## src/rtl/chip_chamber_sequencer_pkg.sv

```systemverilog
// Shared types and constants for the ChIP ring-chamber valve sequencer:
// phase codes, valve-vector layout, per-phase open masks and the pump pattern.
package chip_ctrl_pkg;

    typedef enum logic [2:0] {
        PH_IDLE    = 3'd0,
        PH_LOAD    = 3'd1,
        PH_BEAD    = 3'd2,
        PH_MIX     = 3'd3,
        PH_WASH    = 3'd4,
        PH_COLLECT = 3'd5,
        PH_GUARD   = 3'd6,
        PH_ABORT   = 3'd7
    } phase_e;

    localparam int unsigned V_RING_IN  = 0;
    localparam int unsigned V_RING_OUT = 1;
    localparam int unsigned V_SIEVE    = 2;
    localparam int unsigned V_COLLECT  = 3;
    localparam int unsigned V_INLET    = 4;
    localparam int unsigned V_OUTLET   = 5;
    localparam int unsigned V_BEAD     = 6;
    localparam int unsigned V_PUMP1    = 7;
    localparam int unsigned V_PUMP2    = 8;
    localparam int unsigned V_PUMP3    = 9;

    // Valve air: 1 = pressurized/closed, 0 = open
    localparam logic [9:0] VALVE_ALL_CLOSED = '1;

    localparam logic [9:0] OPEN_LOAD    = (10'b1 << V_INLET) | (10'b1 << V_PUMP2) | (10'b1 << V_OUTLET);
    localparam logic [9:0] OPEN_BEAD    = (10'b1 << V_BEAD)  | (10'b1 << V_PUMP2) | (10'b1 << V_OUTLET);
    localparam logic [9:0] OPEN_WASH    = (10'b1 << V_INLET) | (10'b1 << V_PUMP1) |
                                          (10'b1 << V_RING_OUT) | (10'b1 << V_COLLECT);
    localparam logic [9:0] OPEN_COLLECT = (10'b1 << V_RING_IN) | (10'b1 << V_RING_OUT) |
                                          (10'b1 << V_SIEVE)   | (10'b1 << V_COLLECT);

    // Six-step peristaltic pattern as {pump1,pump2,pump3}
    function automatic logic [2:0] pump_pattern(input logic [2:0] step);
        logic [2:0] pat;
        pat = 3'b111;
        case (step)
            3'd0:    pat = 3'b011;
            3'd1:    pat = 3'b001;
            3'd2:    pat = 3'b101;
            3'd3:    pat = 3'b100;
            3'd4:    pat = 3'b110;
            3'd5:    pat = 3'b010;
            default: pat = 3'b111;
        endcase
        return pat;
    endfunction

    function automatic logic [9:0] valve_map(input phase_e ph, input logic [2:0] pat);
        logic [9:0] v;
        v = VALVE_ALL_CLOSED;
        case (ph)
            PH_LOAD: v = ~OPEN_LOAD;
            PH_BEAD: v = ~OPEN_BEAD;
            PH_WASH: v = ~OPEN_WASH;
            PH_MIX: begin
                v[V_PUMP1] = pat[2];
                v[V_PUMP2] = pat[1];
                v[V_PUMP3] = pat[0];
            end
            PH_COLLECT: begin
                v = ~OPEN_COLLECT;
                v[V_PUMP1] = pat[2];
                v[V_PUMP2] = pat[1];
                v[V_PUMP3] = pat[0];
            end
            default: v = VALVE_ALL_CLOSED;
        endcase
        return v;
    endfunction

endpackage

```

## src/rtl/chip_chamber_sequencer_if.sv

```systemverilog
// Host command/status bundle of the chamber sequencer.
interface chip_chamber_sequencer_if;
    logic       start;
    logic       abort;
    logic [7:0] mix_rot;
    logic       busy;
    logic       done;
    logic       aborted;
    logic [2:0] phase;

    modport master (output start, abort, mix_rot, input busy, done, aborted, phase);
    modport slave  (input start, abort, mix_rot, output busy, done, aborted, phase);
endinterface

```

## src/rtl/chip_chamber_sequencer_pump.sv

```systemverilog
// Peristaltic pump pattern generator: steps through the 6-entry pattern and
// flags the last cycle of the target rotation count.
module peristaltic_pump_gen
    import chip_ctrl_pkg::*;
#(
    parameter int unsigned PUMP_STEP_CYC = 1000
) (
    input  logic        clk,
    input  logic        rst_n,
    input  logic        enable,
    input  logic        clear,
    input  logic [10:0] rot_target,
    output logic [2:0]  pattern,
    output logic        rot_done
);

    localparam logic [15:0] STEP_LAST = 16'(PUMP_STEP_CYC - 1);

    logic [15:0] step_cyc;
    logic [2:0]  step_idx;
    logic [10:0] rot_cnt;
    logic        step_end;
    logic        rot_end;

    always_comb begin
        step_end = (step_cyc == STEP_LAST);
        rot_end  = step_end && (step_idx == 3'd5);
        pattern  = pump_pattern(step_idx);
        rot_done = enable && !clear && rot_end && (rot_cnt == rot_target - 11'd1);
    end

    always_ff @(posedge clk or negedge rst_n) begin
        if (!rst_n) begin
            step_cyc <= '0;
            step_idx <= '0;
            rot_cnt  <= '0;
        end else if (clear) begin
            step_cyc <= '0;
            step_idx <= '0;
            rot_cnt  <= '0;
        end else if (enable) begin
            if (step_end) begin
                step_cyc <= '0;
                if (step_idx == 3'd5) begin
                    step_idx <= '0;
                    rot_cnt  <= rot_cnt + 11'd1;
                end else begin
                    step_idx <= step_idx + 3'd1;
                end
            end else begin
                step_cyc <= step_cyc + 16'd1;
            end
        end
    end

endmodule

```

## src/rtl/chip_chamber_sequencer.sv

```systemverilog
// ChIP ring-chamber sequencer: runs LOAD/BEAD/MIX/WASH/COLLECT with one-cycle
// all-closed guards between phases and drives every valve air line.
module chip_chamber_sequencer
    import chip_ctrl_pkg::*;
#(
    parameter int unsigned PUMP_STEP_CYC = 1000,
    parameter int unsigned LOAD_CYC      = 20000,
    parameter int unsigned BEAD_CYC      = 20000,
    parameter int unsigned WASH_CYC      = 50000,
    parameter int unsigned COLLECT_ROT   = 4
) (
    input  logic                     clk,
    input  logic                     rst_n,
    chip_chamber_sequencer_if.slave  cmd,
    output logic                     ring_in_ctrl,
    output logic                     ring_out_ctrl,
    output logic                     sieve_ctrl,
    output logic                     collect_ctrl,
    output logic                     inlet_ctrl,
    output logic                     outlet_ctrl,
    output logic                     bead_ctrl,
    output logic                     pump1,
    output logic                     pump2,
    output logic                     pump3
);

    localparam logic [31:0] LOAD_LAST = 32'(LOAD_CYC - 1);
    localparam logic [31:0] BEAD_LAST = 32'(BEAD_CYC - 1);
    localparam logic [31:0] WASH_LAST = 32'(WASH_CYC - 1);
    localparam logic [10:0] COLL_ROT  = 11'(COLLECT_ROT);

    phase_e      state, state_d;
    phase_e      after_guard, after_guard_d;
    logic [31:0] phase_cnt, phase_cnt_d;
    logic [7:0]  mix_rot_q, mix_rot_d;
    logic        done_s, done_d;

    logic        pump_en;
    logic [10:0] rot_target;
    logic [2:0]  pump_pat;
    logic        rot_done;

    logic [9:0]  valve_q;
    logic [2:0]  phase_q;
    logic        busy_q;
    logic        done_q;
    logic        aborted_q;

    always_comb begin
        pump_en    = (state == PH_MIX) || (state == PH_COLLECT);
        rot_target = (state == PH_MIX) ? {3'b000, mix_rot_q} : COLL_ROT;
    end

    peristaltic_pump_gen #(
        .PUMP_STEP_CYC (PUMP_STEP_CYC)
    ) u_pump (
        .clk        (clk),
        .rst_n      (rst_n),
        .enable     (pump_en),
        .clear      (!pump_en),
        .rot_target (rot_target),
        .pattern    (pump_pat),
        .rot_done   (rot_done)
    );

    always_ff @(posedge clk or negedge rst_n) begin
        if (!rst_n) begin
            state       <= PH_IDLE;
            after_guard <= PH_IDLE;
            phase_cnt   <= '0;
            mix_rot_q   <= '0;
            done_s      <= 1'b0;
        end else begin
            state       <= state_d;
            after_guard <= after_guard_d;
            phase_cnt   <= phase_cnt_d;
            mix_rot_q   <= mix_rot_d;
            done_s      <= done_d;
        end
    end

    always_comb begin
        state_d       = state;
        after_guard_d = after_guard;
        phase_cnt_d   = phase_cnt + 32'd1;
        mix_rot_d     = mix_rot_q;
        done_d        = 1'b0;
        case (state)
            PH_IDLE: begin
                if (cmd.start && !cmd.abort) begin
                    state_d   = PH_LOAD;
                    mix_rot_d = cmd.mix_rot;
                end
            end
            PH_LOAD: begin
                if (phase_cnt == LOAD_LAST) begin
                    state_d       = PH_GUARD;
                    after_guard_d = PH_BEAD;
                end
            end
            PH_BEAD: begin
                if (phase_cnt == BEAD_LAST) begin
                    state_d       = PH_GUARD;
                    after_guard_d = (mix_rot_q == 8'd0) ? PH_WASH : PH_MIX;
                end
            end
            PH_MIX: begin
                if (rot_done) begin
                    state_d       = PH_GUARD;
                    after_guard_d = PH_WASH;
                end
            end
            PH_WASH: begin
                if (phase_cnt == WASH_LAST) begin
                    state_d       = PH_GUARD;
                    after_guard_d = PH_COLLECT;
                end
            end
            PH_COLLECT: begin
                if (rot_done) begin
                    state_d       = PH_GUARD;
                    after_guard_d = PH_IDLE;
                end
            end
            PH_GUARD: begin
                state_d = after_guard;
                done_d  = (after_guard == PH_IDLE);
            end
            PH_ABORT: state_d = PH_IDLE;
            default:  state_d = PH_IDLE;
        endcase
        // Abort overrides any transition, including the final guard's done
        if (cmd.abort && (state != PH_IDLE) && (state != PH_ABORT)) begin
            state_d = PH_ABORT;
            done_d  = 1'b0;
        end
        if ((state_d != state) || (state == PH_IDLE)) begin
            phase_cnt_d = '0;
        end
    end

    // Outputs are a registered image of the current state, one cycle behind it
    always_ff @(posedge clk or negedge rst_n) begin
        if (!rst_n) begin
            valve_q   <= VALVE_ALL_CLOSED;
            phase_q   <= PH_IDLE;
            busy_q    <= 1'b0;
            done_q    <= 1'b0;
            aborted_q <= 1'b0;
        end else begin
            valve_q   <= valve_map(state, pump_pat);
            phase_q   <= state;
            busy_q    <= (state != PH_IDLE);
            done_q    <= done_s;
            aborted_q <= (state == PH_ABORT);
        end
    end

    assign cmd.busy    = busy_q;
    assign cmd.done    = done_q;
    assign cmd.aborted = aborted_q;
    assign cmd.phase   = phase_q;

    assign ring_in_ctrl  = valve_q[V_RING_IN];
    assign ring_out_ctrl = valve_q[V_RING_OUT];
    assign sieve_ctrl    = valve_q[V_SIEVE];
    assign collect_ctrl  = valve_q[V_COLLECT];
    assign inlet_ctrl    = valve_q[V_INLET];
    assign outlet_ctrl   = valve_q[V_OUTLET];
    assign bead_ctrl     = valve_q[V_BEAD];
    assign pump1         = valve_q[V_PUMP1];
    assign pump2         = valve_q[V_PUMP2];
    assign pump3         = valve_q[V_PUMP3];

endmodule

```

## src/flat_wrapper.sv

```systemverilog
// flat-port wrapper written by rule: the top's interface ports become plain ports
module chip_chamber_sequencer_flat import chip_ctrl_pkg::*;
#(
    parameter int unsigned PUMP_STEP_CYC = 1000,
    parameter int unsigned LOAD_CYC      = 20000,
    parameter int unsigned BEAD_CYC      = 20000,
    parameter int unsigned WASH_CYC      = 50000,
    parameter int unsigned COLLECT_ROT   = 4
)
  (clk, rst_n, ring_in_ctrl, ring_out_ctrl, sieve_ctrl, collect_ctrl, inlet_ctrl, outlet_ctrl, bead_ctrl, pump1, pump2, pump3, cmd_start, cmd_abort, cmd_mix_rot, cmd_busy, cmd_done, cmd_aborted, cmd_phase);
  chip_chamber_sequencer_if cmd_i ();
  input  logic clk;
  input  logic rst_n;
  output logic ring_in_ctrl;
  output logic ring_out_ctrl;
  output logic sieve_ctrl;
  output logic collect_ctrl;
  output logic inlet_ctrl;
  output logic outlet_ctrl;
  output logic bead_ctrl;
  output logic pump1;
  output logic pump2;
  output logic pump3;
  input wire logic [$bits(cmd_i.start)-1:0] cmd_start;
  input wire logic [$bits(cmd_i.abort)-1:0] cmd_abort;
  input wire logic [$bits(cmd_i.mix_rot)-1:0] cmd_mix_rot;
  output wire logic [$bits(cmd_i.busy)-1:0] cmd_busy;
  output wire logic [$bits(cmd_i.done)-1:0] cmd_done;
  output wire logic [$bits(cmd_i.aborted)-1:0] cmd_aborted;
  output wire logic [$bits(cmd_i.phase)-1:0] cmd_phase;
  assign cmd_i.start = cmd_start;
  assign cmd_i.abort = cmd_abort;
  assign cmd_i.mix_rot = cmd_mix_rot;
  assign cmd_busy = cmd_i.busy;
  assign cmd_done = cmd_i.done;
  assign cmd_aborted = cmd_i.aborted;
  assign cmd_phase = cmd_i.phase;
  chip_chamber_sequencer #(.PUMP_STEP_CYC(PUMP_STEP_CYC), .LOAD_CYC(LOAD_CYC), .BEAD_CYC(BEAD_CYC), .WASH_CYC(WASH_CYC), .COLLECT_ROT(COLLECT_ROT)) u_core (.clk(clk), .rst_n(rst_n), .cmd(cmd_i), .ring_in_ctrl(ring_in_ctrl), .ring_out_ctrl(ring_out_ctrl), .sieve_ctrl(sieve_ctrl), .collect_ctrl(collect_ctrl), .inlet_ctrl(inlet_ctrl), .outlet_ctrl(outlet_ctrl), .bead_ctrl(bead_ctrl), .pump1(pump1), .pump2(pump2), .pump3(pump3));
endmodule
```

## config.mk

```make
export PLATFORM = sky130hd
export DESIGN_NAME = chip_chamber_sequencer_flat
export DESIGN_NICKNAME = d
export VERILOG_FILES = /design/src/rtl/chip_chamber_sequencer_pkg.sv /design/src/rtl/chip_chamber_sequencer_if.sv /design/src/rtl/chip_chamber_sequencer_pump.sv /design/src/rtl/chip_chamber_sequencer.sv /design/src/flat_wrapper.sv
export SDC_FILE = /design/constraint.sdc
export NUM_CORES = 1
export LEC_CHECK = 0
export CAP_MARGIN = 20
export CORE_MARGIN = 2
export CORE_UTILIZATION = 45
export CTS_CLUSTER_SIZE = 16
export DETAILED_ROUTE_END_ITERATION = 8
export GPL_TIMING_DRIVEN = 0
export PLACE_DENSITY = 0.69
export RECOVER_POWER = 25
export SYNTH_ARGS = -nofsm -noshare
export SYNTH_HDL_FRONTEND = slang
export SYNTH_SLANG_ARGS = --single-unit
```

## constraint.sdc

```tcl
create_clock -name clk -period 5.5 [get_ports clk]
set_input_delay 0.825 -clock clk [delete_from_list [all_inputs] [get_ports clk]]
set_output_delay 0.825 -clock clk [all_outputs]
set_load 0.1 [all_outputs]
```

==> results.txt <==
----------------------------------------------------
[CTS]
  Clock root cell ... sky130_fd_sc_hd__clkbuf_16
  Number of H-tree levels ... 3
  Resized Gates After CTS ... 0
  Max clock buf depth ... 2
  TritonCTS clock tree ... yes
  Clock sink total ... 91
  Hold buffers post-CTS ... 0
  Post-CTS Setup Bufs ... 0
  Clock transition at the register clock pins on the worst setup and hold paths after CTS ... 60 ps
  Clock buffers created by TritonCTS ... 9
  Latest clock arrival within the worst-skew pair ... 350 ps

[STA]
  Share of the cycle needed by the critical path after routing ... 70.7%
  Final number of hold-violating endpoints ... 0
  RSZ-0062 raised after global routing ... no
  Highest attainable clock frequency ... 257 MHz
  Tightest slew margin relative to the limit ... -62.6%
  Final sum of negative setup slack ... 0 ps
  Slew at the pin closest to its max-slew limit ... 2440 ps
  Final count of pins violating max slew ... 46
  Min Tclk post-route ... 3890 ps
  Number of endpoints failing setup at the final stage ... 0
  Setup WS post-layout ... 1610 ps
  Setup skew after layout ... 7.50 ps

[Floorplanning]
  Number of placement rows ... 40
  Initial core utilization ... 45.6%
  Width of the die ... 114 um
  Number of I/O pins ... 28
  Std-Cell Core Area ... 11900 um^2
  Die outline height ... 114 um
  Area of the die ... 12900 um^2

[Critical path]
  CP delay by family, top ... simple AND/OR/NAND/NOR gates
  Start of the worst register-to-register path ... u_core.state[1]$_DFF_PN0_
  Critical path depth ... 11
  FF-to-FF End ... u_core.after_guard[2]$_DFFE_PN0P_
  CP cell instances ... clkbuf_1 > and3b_1 > nand2_1 > ha_1 > or3b_1 > or4_1 > a21oi_1 > mux2_2 > nor4_1 > o21ai_1 > mux2_1
  Worst R2R Path Depth ... 11
  Critical Setup Path Class ... flop to flop
  First element of the critical path ... u_core.state[1]$_DFF_PN0_
  Nature of the critical path endpoint ... flop
  Critical-path top delay cell ... sky130_fd_sc_hd__or3b_1
  CP endpoint ... u_core.after_guard[2]$_DFFE_PN0P_
  Largest stage delay on the critical path ... 440 ps
  Crit path buf inv count ... 1
  Data required time at the worst endpoint ... 5730 ps
  Kind of start point of the critical path ... flop
  R2R setup slack ... 1610 ps
  Arrival time of data at the critical path endpoint ... 4120 ps
  Worst-path maximum fanout ... 10

[Routing]
  Detail Route met2 WL ... 5360 um
  TritonRoute pass-1 iters ... 5
  Average wire per cell in the routed design ... 15.5 um
  Wire length the detailed router placed on met1 ... 5330 um
  Vias/cell ... 5.67
  Vias after detailed routing ... 4175
  DRC violation total after the first TritonRoute iteration ... 321
  Final wirelength ... 11400 um
  Highest signal layer in the routed design ... met4
  Remaining DRCs ... 0
  Post-route ant nets ... 0
  Met3 WL ... 542 um

[Global routing]
  Global-route usage over all layers ... 19.0%
  Global-route wire length before repair ... 19600 um
  Pin count of the biggest net entering global routing ... 47
  Number of antenna violations at the first check in global routing ... 0
  GRT overflow ... 0
  Number of global-route vias before repair ... 4080

[Yosys]
  Unique cell type count in the Yosys netlist ... 67
  Syn Std Cell Area ... 5410 um^2
  Warnings, synthesis ... 0
  Mean post-synth cell area ... 9.93 um^2
  Number of enable-type register cells in the synthesized netlist ... 0
  #FFs+latches synth ... 91
  Cell type with the highest aggregate area in the netlist ... sky130_fd_sc_hd__dfrtp_1
  Async SR Flop Fraction ... 100%
  Yosys top cell area share ... 38.4%
  Synth Flop Type ... sky130_fd_sc_hd__dfrtp_1
  Biggest area contributors in the synthesized netlist ... sky130_fd_sc_hd__dfrtp_1 (38%), sky130_fd_sc_hd__nor3b_2 (6.9%), sky130_fd_sc_hd__xor2_1 (5.7%)
  Gate count of the mapped netlist ... 545
  Part of the Yosys area used for sequential elements ... 42.3%
  Net count after synthesis ... 564

[Layout]
  Post-layout instance area ... 6220 um^2
  Fill count ... 1043
  Number of antenna diodes ... 0
  Post-synthesis to final-layout area growth ... 14.8%
  Layout cells sized above 1 ... 14.4%
  Number of nets in the final layout ... 603
  Highest-count cells in the layout ignoring fill and taps ... sky130_fd_sc_hd__dfrtp_1 (83), sky130_fd_sc_hd__nor2_1 (65), sky130_fd_sc_hd__nand2_1 (40)
  Most common cell after layout, fill and taps aside ... sky130_fd_sc_hd__dfrtp_1

[Placed design]
  Cell area after placement ... 5890 um^2
  Detailed placement HPWL ... 8270 um
  IO Port Bufs ... 27
  Setup slack at placement ... 1630 ps
  Placer Congestion ... 0.907

[Outcome]
  Violations in the final reports ... max-capacitance violations, max-slew violations
  Run status ... complete, but fails checks

[Flow run]
  Reported max-cap violation count ... 1

[Power and ir drop]
  Power density cells ... 495 nW/um^2
  Peak supply drop ... 0.186 mV
  Static Leak ... 2.40 nW

[Min path]
  Worst min-delay path category ... flop to flop

----------------------------------------------------
-- cell usage after synthesis (all sizes together), types with 8 or more instances --
cell type and number:
nor3b 33, nand3 25, nand2 40, buf 11
dfrtp 83, mux2 10, xnor2 25, dfstp 8
or4 9, nor2b 8, nor2 65, and3 11
xor2 35, clkbuf 13, or3 8, nand4 18
inv 11, nor3 12, o21ai 15, nor4 11
a21oi 11
-- worst min-delay path by stage --
stage | start | endpoint | slack, ps | cells past startpoint
after CTS | u_core.done_s$_DFF_PN0_ | u_core.cmd.done$_DFF_PN0_ | 370 | 0
after floorplan | u_core.done_s$_DFF_PN0_ | u_core.cmd.done$_DFF_PN0_ | 330 | 0
after detailed placement | u_core.done_s$_DFF_PN0_ | u_core.cmd.done$_DFF_PN0_ | 350 | 0
after global placement | u_core.done_s$_DFF_PN0_ | u_core.cmd.done$_DFF_PN0_ | 340 | 0
final | u_core.done_s$_DFF_PN0_ | u_core.cmd.done$_DFF_PN0_ | 370 | 0
after global routing | u_core.done_s$_DFF_PN0_ | u_core.cmd.done$_DFF_PN0_ | 370 | 0
-- worst register-to-register path: stages, from the launching register on --
cell and delay, ps:
sky130_fd_sc_hd__dfrtp_1 390, sky130_fd_sc_hd__clkbuf_1 220, sky130_fd_sc_hd__and3b_1 310, sky130_fd_sc_hd__nand2_1 100, sky130_fd_sc_hd__ha_1 210, sky130_fd_sc_hd__or3b_1 440, sky130_fd_sc_hd__or4_1 420, sky130_fd_sc_hd__a21oi_1 280
sky130_fd_sc_hd__mux2_2 410, sky130_fd_sc_hd__nor4_1 400, sky130_fd_sc_hd__o21ai_1 210, sky130_fd_sc_hd__mux2_1 360
-- area by class of cell --
type | count | area (um^2) | share of cell area, %
flip-flops and latches | 91 | 2290 | 36.8
well taps | 147 | 184 | 2.96
clock inverters | 6 | 88.8 | 1.43
multi-input cells | 417 | 2930 | 47.1
plain buffers | 24 | 151 | 2.44
clock buffers | 10 | 239 | 3.84
repair buffers | 28 | 292 | 4.69
inverters | 13 | 48.8 | 0.785
-- routing by layer --
metal  GRT usage, %  vias up
li1               -     2029
met2           30.4      117
met5              0        -
met4           6.26        0
met1           25.5     2015
met3           4.73       14
-- sequential cells by signal (all words and copies together) (netlist names) --
signal and count:
u_core.u_pump.step_idx 3, u_core.done_s 1, u_core.state 3, u_core.u_pump.step_cyc 16, u_core.phase_cnt 32, u_core.valve_q 8
u_core.after_guard 3, u_core.cmd.done 1, u_core.cmd.phase 3, u_core.mix_rot_q 8, u_core.cmd.busy 1, u_core.cmd.aborted 1
u_core.u_pump.rot_cnt 11
-- per-stage QoR --
step / instances / power [mW] / utilization (%) / hold slack, ps
after floorplan: 545 / 2.07 / - / 331
after global placement: 719 / 2.38 / 49.5 / 338
after detailed placement: 720 / 2.41 / 49.7 / 353
after CTS: 736 / 3.10 / 52.4 / 371
after global routing: 736 / 3.25 / 52.4 / 370
final: 736 / 3.08 / 52.4 / 368
-- power breakdown --
part | switching (mW) | leakage (nW) | internal (mW)
Sequential | 0.0859 | 1.20 | 0.783
Clock | 0.266 | 0.155 | 0.410
Combinational | 0.977 | 1.05 | 0.556
Total | 1.33 | 2.40 | 1.75
-- kinds of logic after synthesis --
kind of cell	after synthesis	synth area share [%]
xor gates and xnor gates	61	10.1
adders and majority gates	7	1.62
buffers and inverters	37	3.70
muxes	15	3.01
AOI/OAI and AO/OA	68	9.39
DFF	91	42.3
and+or+nand+nor	266	29.9
No activity file was read; power rests on OpenSTA's default activity.
